`src/rtl/imem_load_pkg.sv`:
```
// Shared types and defaults for the instruction-memory boot loader.
// Holds the sequencer state encoding and the state-class helpers used by the top.
package imem_load_pkg;

    typedef enum logic [2:0] {
        IDLE      = 3'd0,
        WAIT_BYTE = 3'd1,
        REQ       = 3'd2,
        WRITE     = 3'd3,
        DONE      = 3'd4,
        ERROR     = 3'd5
    } state_t;

    localparam int unsigned BPW_DEFAULT     = 32'd4;
    localparam int unsigned TIMEOUT_DEFAULT = 32'd1024;

    // A load may only be (re)started from a resting state.
    function automatic logic can_start(input state_t s);
        logic v;
        case (s)
            IDLE, DONE, ERROR: v = 1'b1;
            default:           v = 1'b0;
        endcase
        return v;
    endfunction

    function automatic logic is_busy(input state_t s);
        logic v;
        case (s)
            WAIT_BYTE, REQ, WRITE: v = 1'b1;
            default:               v = 1'b0;
        endcase
        return v;
    endfunction

    function automatic logic owns_bus(input state_t s);
        logic v;
        case (s)
            REQ, WRITE: v = 1'b1;
            default:    v = 1'b0;
        endcase
        return v;
    endfunction

endpackage

```
`src/rtl/edge_detect.sv`:
```
// Registered rising-edge detector for level-held valid signals.
// The pulse is high for exactly one cycle per 0->1 transition of i_level.
module edge_detect (
    input  logic clk,
    input  logic rst,
    input  logic i_level,
    output logic o_rise
);

    logic r_level_q;

    // Delayed copy of the level, sampled every cycle.
    always_ff @(posedge clk) begin
        if (rst) begin
            r_level_q <= 1'b0;
        end else begin
            r_level_q <= i_level;
        end
    end

    assign o_rise = i_level & ~r_level_q;

endmodule

```
`src/rtl/imem_load_ctrl.sv`:
```
// Boot-time sequencer: writes deserialized bytes to consecutive instruction-memory
// addresses over the shared bus and holds the CPU in reset until the load completes.
module imem_load_ctrl
    import imem_load_pkg::*;
#(
    parameter int unsigned N       = 32'd8,
    parameter int unsigned M       = 32'd32,
    parameter int unsigned BPW     = BPW_DEFAULT,
    parameter int unsigned TIMEOUT = TIMEOUT_DEFAULT
) (
    input  logic         clk,
    input  logic         rst,
    input  logic         load_start,
    input  logic [15:0]  num_words,
    input  logic         sb_valid,
    input  logic [N-1:0] sb_data,
    input  logic         bus_grant,
    output logic         bus_req,
    output logic         mem_we,
    output logic [M-1:0] mem_addr,
    output logic [N-1:0] mem_wdata,
    output logic         busy,
    output logic         load_done,
    output logic         overrun,
    output logic         timeout_err,
    output logic         cpu_rst
);

    localparam int unsigned TW = $clog2(TIMEOUT + 32'd1);

    state_t         r_state;
    state_t         w_next_state;
    logic           w_byte_stb;
    logic           w_start_ok;
    logic [M-1:0]   w_total_calc;
    logic [M-1:0]   w_addr_inc;
    logic           w_tmo_hit;

    logic [M-1:0]   r_addr;
    logic [M-1:0]   r_total;
    logic [TW-1:0]  r_tcnt;
    logic [N-1:0]   r_hold;
    logic           r_overrun;

    logic           r_bus_req;
    logic           r_mem_we;
    logic [M-1:0]   r_mem_addr;
    logic [N-1:0]   r_mem_wdata;
    logic           r_busy;
    logic           r_load_done;
    logic           r_timeout_err;
    logic           r_cpu_rst;

    edge_detect u_byte_edge (
        .clk     (clk),
        .rst     (rst),
        .i_level (sb_valid),
        .o_rise  (w_byte_stb)
    );

    assign w_start_ok   = load_start & can_start(r_state);
    assign w_total_calc = M'(num_words) * M'(BPW);
    assign w_addr_inc   = r_addr + {{(M-1){1'b0}}, 1'b1};
    assign w_tmo_hit    = (r_tcnt == TW'(TIMEOUT - 32'd1));

    // State register.
    always_ff @(posedge clk) begin
        if (rst) begin
            r_state <= IDLE;
        end else begin
            r_state <= w_next_state;
        end
    end

    // Next-state decode; resting states share the restart rule.
    always_comb begin
        w_next_state = r_state;
        case (r_state)
            IDLE, DONE, ERROR: begin
                if (load_start) begin
                    if (w_total_calc == {M{1'b0}}) begin
                        w_next_state = DONE;
                    end else begin
                        w_next_state = WAIT_BYTE;
                    end
                end else begin
                    w_next_state = r_state;
                end
            end
            WAIT_BYTE: begin
                if (w_byte_stb) begin
                    w_next_state = REQ;
                end else if (w_tmo_hit) begin
                    w_next_state = ERROR;
                end else begin
                    w_next_state = WAIT_BYTE;
                end
            end
            REQ: begin
                if (bus_grant) begin
                    w_next_state = WRITE;
                end else begin
                    w_next_state = REQ;
                end
            end
            WRITE: begin
                if (w_addr_inc == r_total) begin
                    w_next_state = DONE;
                end else begin
                    w_next_state = WAIT_BYTE;
                end
            end
            default: w_next_state = IDLE;
        endcase
    end

    // Load datapath: address, target, timeout count, hold byte and overrun flag.
    always_ff @(posedge clk) begin
        if (rst) begin
            r_addr    <= {M{1'b0}};
            r_total   <= {M{1'b0}};
            r_tcnt    <= {TW{1'b0}};
            r_hold    <= {N{1'b0}};
            r_overrun <= 1'b0;
        end else if (w_start_ok) begin
            r_addr    <= {M{1'b0}};
            r_total   <= w_total_calc;
            r_tcnt    <= {TW{1'b0}};
            r_overrun <= 1'b0;
        end else begin
            case (r_state)
                WAIT_BYTE: begin
                    if (w_byte_stb) begin
                        r_hold <= sb_data;
                        r_tcnt <= {TW{1'b0}};
                    end else begin
                        r_tcnt <= r_tcnt + {{(TW-1){1'b0}}, 1'b1};
                    end
                end
                REQ: begin
                    // A byte arriving before the held one is written is lost.
                    if (w_byte_stb) begin
                        r_overrun <= 1'b1;
                    end
                end
                WRITE: begin
                    r_addr <= w_addr_inc;
                    if (w_byte_stb) begin
                        r_overrun <= 1'b1;
                    end
                end
                default: begin
                    r_addr <= r_addr;
                end
            endcase
        end
    end

    // Outputs registered from the next state so they line up with the state register.
    always_ff @(posedge clk) begin
        if (rst) begin
            r_bus_req     <= 1'b0;
            r_mem_we      <= 1'b0;
            r_mem_addr    <= {M{1'b0}};
            r_mem_wdata   <= {N{1'b0}};
            r_busy        <= 1'b0;
            r_load_done   <= 1'b0;
            r_timeout_err <= 1'b0;
            r_cpu_rst     <= 1'b1;
        end else begin
            r_bus_req     <= owns_bus(w_next_state);
            r_mem_we      <= (w_next_state == WRITE);
            r_busy        <= is_busy(w_next_state);
            r_load_done   <= (w_next_state == DONE);
            r_timeout_err <= (w_next_state == ERROR);
            r_cpu_rst     <= (w_next_state != DONE);
            if (w_next_state == WRITE) begin
                r_mem_addr  <= r_addr;
                r_mem_wdata <= r_hold;
            end
        end
    end

    assign bus_req     = r_bus_req;
    assign mem_we      = r_mem_we;
    assign mem_addr    = r_mem_addr;
    assign mem_wdata   = r_mem_wdata;
    assign busy        = r_busy;
    assign load_done   = r_load_done;
    assign overrun     = r_overrun;
    assign timeout_err = r_timeout_err;
    assign cpu_rst     = r_cpu_rst;

endmodule

```
`config.mk`:
```
export PLATFORM = sky130hd
export DESIGN_NAME = imem_load_ctrl
export DESIGN_NICKNAME = d
export VERILOG_FILES = /design/src/rtl/imem_load_pkg.sv /design/src/rtl/edge_detect.sv /design/src/rtl/imem_load_ctrl.sv
export SDC_FILE = /design/constraint.sdc
export NUM_CORES = 1
export LEC_CHECK = 0
export BUFFER_PORTS_ARGS = -buffer_cell sky130_fd_sc_hd__clkbuf_2
export CAP_MARGIN = 30
export CORE_ASPECT_RATIO = 0.75
export CORE_MARGIN = 10
export CORE_UTILIZATION = 60
export DETAILED_ROUTE_END_ITERATION = 8
export PLACE_DENSITY_LB_ADDON = 0.08
export SLEW_MARGIN = 20
export SYNTH_ARGS = -nofsm -noshare
export SYNTH_HDL_FRONTEND = slang
export SYNTH_HIERARCHICAL = 1
export SYNTH_SLANG_ARGS = --single-unit
```
`constraint.sdc`:
```
create_clock -name clk -period 7.3 [get_ports clk]
set_clock_uncertainty 0.2 [all_clocks]
set_input_delay 1.46 -clock clk [delete_from_list [all_inputs] [get_ports clk]]
set_output_delay 1.46 -clock clk [all_outputs]
set_load 0.03 [all_outputs]
```
# Word level (Yosys, flattened, before mapping)
# Index checks and enable logic that the tools add are counted.
dict set report totals {
  reg_bits 118
  out_inout_bits 47
  wordCells 54
}
dict set report classes {
  addsub 2
  eq_ne 13
  mux 11
  bitwise_logic 4
  n_reduce_logical 9
}
# op count
set ops {}
lappend ops {{$add A32 B1 Y32 const B} 1}
lappend ops {{$eq A32 B18 Y1} 1}
lappend ops {{$logic_not A32 Y1} 1}
lappend ops {{$mux W3} 5}
lappend ops {{$eq A3 B2 Y1 const B} 4}
lappend ops {{$eq A3 B3 Y1 const B} 4}
lappend ops {{$pmux W3 S4} 1}
lappend ops {{$add A11 B1 Y11 const B} 1}
lappend ops {{$eq A11 B10 Y1 const B} 1}
lappend ops {{$mux W11} 1}
lappend ops {{$eq A3 B1 Y1 const B} 2}
lappend ops {{$reduce_or A2 Y1} 3}
lappend ops {{$reduce_or A3 Y1} 2}
lappend ops {{$mux W1} 4}
lappend ops {{$logic_not A3 Y1} 1}
lappend ops {{$ne A3 B3 Y1 const B} 1}
lappend ops {{$reduce_and A3 Y1} 1}
lappend ops {{$and A1 B1 Y1} 2}
lappend ops {{$not A1 Y1} 2}
lappend ops {{$reduce_and A2 Y1} 1}

# Longest topological paths before layout
dict set report depth {
  depth_word 7
  depth_mapped 9
  ltp_nobuf 8
}

# Modules after synthesis
# The synthesis kept the hierarchy.
# mod n_inst cells_per_inst area_each_um2 seq_area_each_um2
set by_module_without_submodules {}
lappend by_module_without_submodules {imem_load_ctrl 1 655 5669.2 2342.2}
lappend by_module_without_submodules {edge_detect 1 3 47.5 20.0}

# Worst setup path before layout
# OpenSTA, ideal clock, no wires.
dict set report synth_timing {
  kind {register to register}
  from {register r_addr[0]}
  to {register r_cpu_rst, in the netlist cpu_rst}
  arrival_time_ns 2.975
  t_required_ns 6.986
  slack_ns 4.010
  stages_incl_launch_ff 9
  cell_sequence {dfxtp_1 -> ha_1 -> nand3_1 -> or4_4 -> or4_4 -> a2111oi_2 -> o2111ai_1 -> or4_4 -> a21bo_1}
}
dict set report synth_between {
  elab_chain_len 5
}
# item line
set synth_rtl {}
lappend synth_rtl {{from (decl)} imem_load_ctrl.sv:39} ;# logic [M-1:0] r_addr;
lappend synth_rtl {{from (signal assigned)} imem_load_ctrl.sv:120} ;# r_addr <= {M{1'b0}};
lappend synth_rtl {{from (signal assigned)} imem_load_ctrl.sv:126} ;# r_addr <= {M{1'b0}};
lappend synth_rtl {{from (signal assigned)} imem_load_ctrl.sv:147} ;# r_addr <= w_addr_inc;
lappend synth_rtl {{$add A32 B1 Y32} imem_load_ctrl.sv:63} ;# assign w_addr_inc = r_addr + {{(M-1){1'b0}}, 1'b1};
lappend synth_rtl {{$eq A32 B18 Y1} imem_load_ctrl.sv:107} ;# if (w_addr_inc == r_total) begin
lappend synth_rtl {{$mux W3} imem_load_ctrl.sv:107}
lappend synth_rtl {{$pmux W3 S4} imem_load_ctrl.sv:78} ;# case (r_state)
lappend synth_rtl {{$ne A3 B3 Y1} imem_load_ctrl.sv:176} ;# r_cpu_rst <= (w_next_state != DONE);
lappend synth_rtl {{to (signal assigned)} imem_load_ctrl.sv:176}
lappend synth_rtl {{to (decl)} imem_load_ctrl.sv:52} ;# logic r_cpu_rst;
# No other way between the ends.
# A chain may end at the register's enable or synchronous reset.

# Worst setup path after layout
# Same ends and word-level chain as after synthesis.

==> flow_metrics.tcl <==
set metrics [dict create \
    finalPower_mw 1.74 \
    clockRootBuffer "clkbuf_16" \
    overflow 0 \
    postCtsSetupRepairBufs 0 \
    final_layout_size_suffix_gt1_share_pct 17.2 \
    die_area_mm2 0.0139 \
    hold_viol 0 \
    vias 4908 \
    die_h_um 105 \
    grt_pass1_wl_um 23800 \
    dp_hpwl_um 10100 \
    synthesis.area_mm2 0.00572 \
    syn_to_final_growth_pct 16.5 \
    ys_seq_area_share_pct 41.3 \
    io_buffers 75 \
    ios 76 \
    end_kind "register" \
    final_util_pct 72.7 \
    htree_levels 4 \
    clk_pin_slew_ns 0.06 \
    cts_buffer_depth 2 \
    postSynthCellCount 658 \
    dieWidth_um 133 \
    hold_class "reg -> reg" \
    p_leak_nw 2.54 \
    fin_tns_setup_ns 0 \
    max-slew-margin-rel_pct 38.4 \
    crit_path_max_fanout 13 \
    grt_max_degree 42 \
    drc_errors 0 \
    grt_usage_pct 20.6 \
    postSynthAreaPerCell_um2 8.69 \
    critPathLaunchType "register" \
    ys_top_cells_by_area "dfxtp_1 (41%), o22a_1 (6.0%), nor2_1 (4.8%)" \
    critPathKind "reg -> reg" \
    insertion_delay_ns 0.41 \
    slew_violations 0 \
    floorplan.rows 30 \
    cts.repair.resized 0 \
    cp_cell_sequence "ha_1 > nand3_1 > or4_4 > or4_4 > a2111oi_2 > o2111ai_1 > or4_4 > a21bo_1" \
    diodes 0 \
    pwr_density_cell_mw_per_mm2 262 \
    met1_usage_pct 26.7 \
    tightest_slew_ns 0.915 \
    drv_cap 0 \
    ys_ff_latch 118 \
    first_global_vias 4780 \
    r2r_slack_ns 3.33 \
    busiest_layer "met2" \
    dp_cells 811 \
    placed_area_mm2 0.00607 \
    slowest_delay_ns 0.61 \
    first_pass_iters 5 \
    ys_async_sr_fraction_pct 0 \
    fmax_mhz 252 \
    antenna_found_initial 0 \
    grtUsageMet2_pct 32.2 \
    stdcell_count 843 \
    route.detailed.vias_per_inst 5.82 \
    dp_slack_ns 3.24 \
    drt_iter0_drc 501 \
    fin_crit_sh_pct 54.4 \
    gp_congestion 0.905 \
    cts_tree "built" \
    synth-main-ff-cell "dfxtp_1" \
    vdd_ir_drop_max_mv 0.260 \
    yosysWarningCount 6 \
    clock_sinks 118 \
    syn-num-nets 690 \
    drtAntennaViolNets 0 \
    synth_top_cell_area_share_pct 41.3 \
    worst_ep_arrival_time_ns 4.08 \
    routed_wl_um 14400 \
    slowest_stage "or4_4" \
    nets 734 \
    final_cell_area_mm2 0.00666 \
    ys_types 59 \
    synth-edff-count 0 \
    grt_util_met3_pct 5.98 \
    period_minus_slack_ns 3.97 \
    grt_setup_unrepaired "false" \
    core-area_mm2 0.00916 \
    yosys.area.top_type "dfxtp_1" \
    crit_top_cell "or4_4" \
    postCtsHoldBufs 0 \
    wl_per_cell_um 17.1 \
    fin_ws_ns 3.33 \
    finalSetupViolations 0 \
    status "finished clean" \
    cts_buffers 17 \
    whs_ns 0.255 \
    required_ns 7.41 \
    initial_core_util_pct 62.4 \
]
-- routing by layer --
layer	up-vias	routed length [um]
met5	-	0
met4	0	221
li1	2401	-
met2	173	6580
met1	2316	6520
met3	18	1090
-- path summary, 6_finish.rpt --
check | start | cells after the start | to
worst min register to register | r_hold[7]$_SDFFE_PP0P_ | 2 | r_hold[7]$_SDFFE_PP0P_
worst max register to register | r_addr[0]$_SDFFE_PP0N_ | 8 | cpu_rst$_SDFF_PP1_
worst min-delay path | r_hold[7]$_SDFFE_PP0P_ | 2 | r_hold[7]$_SDFFE_PP0P_
worst max-delay path | r_addr[0]$_SDFFE_PP0N_ | 8 | cpu_rst$_SDFF_PP1_
-- where the power goes --
part / internal [mW] / total, mW / switching [mW]
Combinational: 0.0828 / 0.223 / 0.140
Sequential: 0.684 / 0.708 / 0.0240
Clock: 0.518 / 0.813 / 0.294
-- cells by family after synthesis --
group,synth area share (%)
DFF,41.3
AOI/OAI and AO/OA,13.8
xor gates and xnor gates,9.15
and+or+nand+nor,26.9
buffers and inverters,4.27
adders and majority gates,0.657
muxes,3.87
-- registers in the layout (all words and copies together), names as in the netlist, 3 cells and up --
signal     flops
r_addr        32
r_state        3
r_total       16
mem_wdata      8
r_hold         8
r_tcnt        11
mem_addr      32
-- critical path: cells and delay by family, from the launching register on --
family	cells	cell delay (ns)
compound gates	3	0.74
fa+ha+maj	1	0.33
flops	1	0.47
simple gates	4	2.12
-- layout make-up --
| type | instances | area, um^2 |
|---|---|---|
| well taps | 128 | 160 |
| fillers | 755 | 2500 |
| multi-input cells | 478 | 3120 |
| clock buffers | 20 | 457 |
| flip-flops and latches | 118 | 2360 |
| repair buffers | 79 | 405 |
| inverters | 8 | 30.0 |
| clock inverters | 12 | 129 |
-- cell usage after synthesis, types with 9 or more instances --
library cell	number
nand2_1	53
or3_1	11
mux2i_1	21
nand3_1	19
o21ai_0	12
o22a_1	39
a21oi_1	23
xor2_1	26
nor4_1	15
nor3_1	9
nor2b_1	42
clkbuf_1	41
nor2_1	73
xnor2_1	31
nand4_1	19
dfxtp_1	118
nand2b_1	10
-- placed cells by master, fill, tap and decap left out, drive strengths merged, types with 3 or more instances in the layout --
cell        n
nand3      19
or4         8
and3        5
xnor2      31
ha          3
mux2i      21
clkinv      7
nor4       15
a21oi      23
buf         4
a31oi       4
nand3b      3
o21ai      12
and2        4
nor3b       4
a211oi      4
o22a       39
nand2      53
clkinvlp    3
dfxtp     118
inv         8
and4        4
or3        11
clkbuf     95
xor2       26
nand4      21
nand2b     10
a211o       3
nor2b      44
nor2       73
nor3        9
No activity file was read; power rests on OpenSTA's default activity.
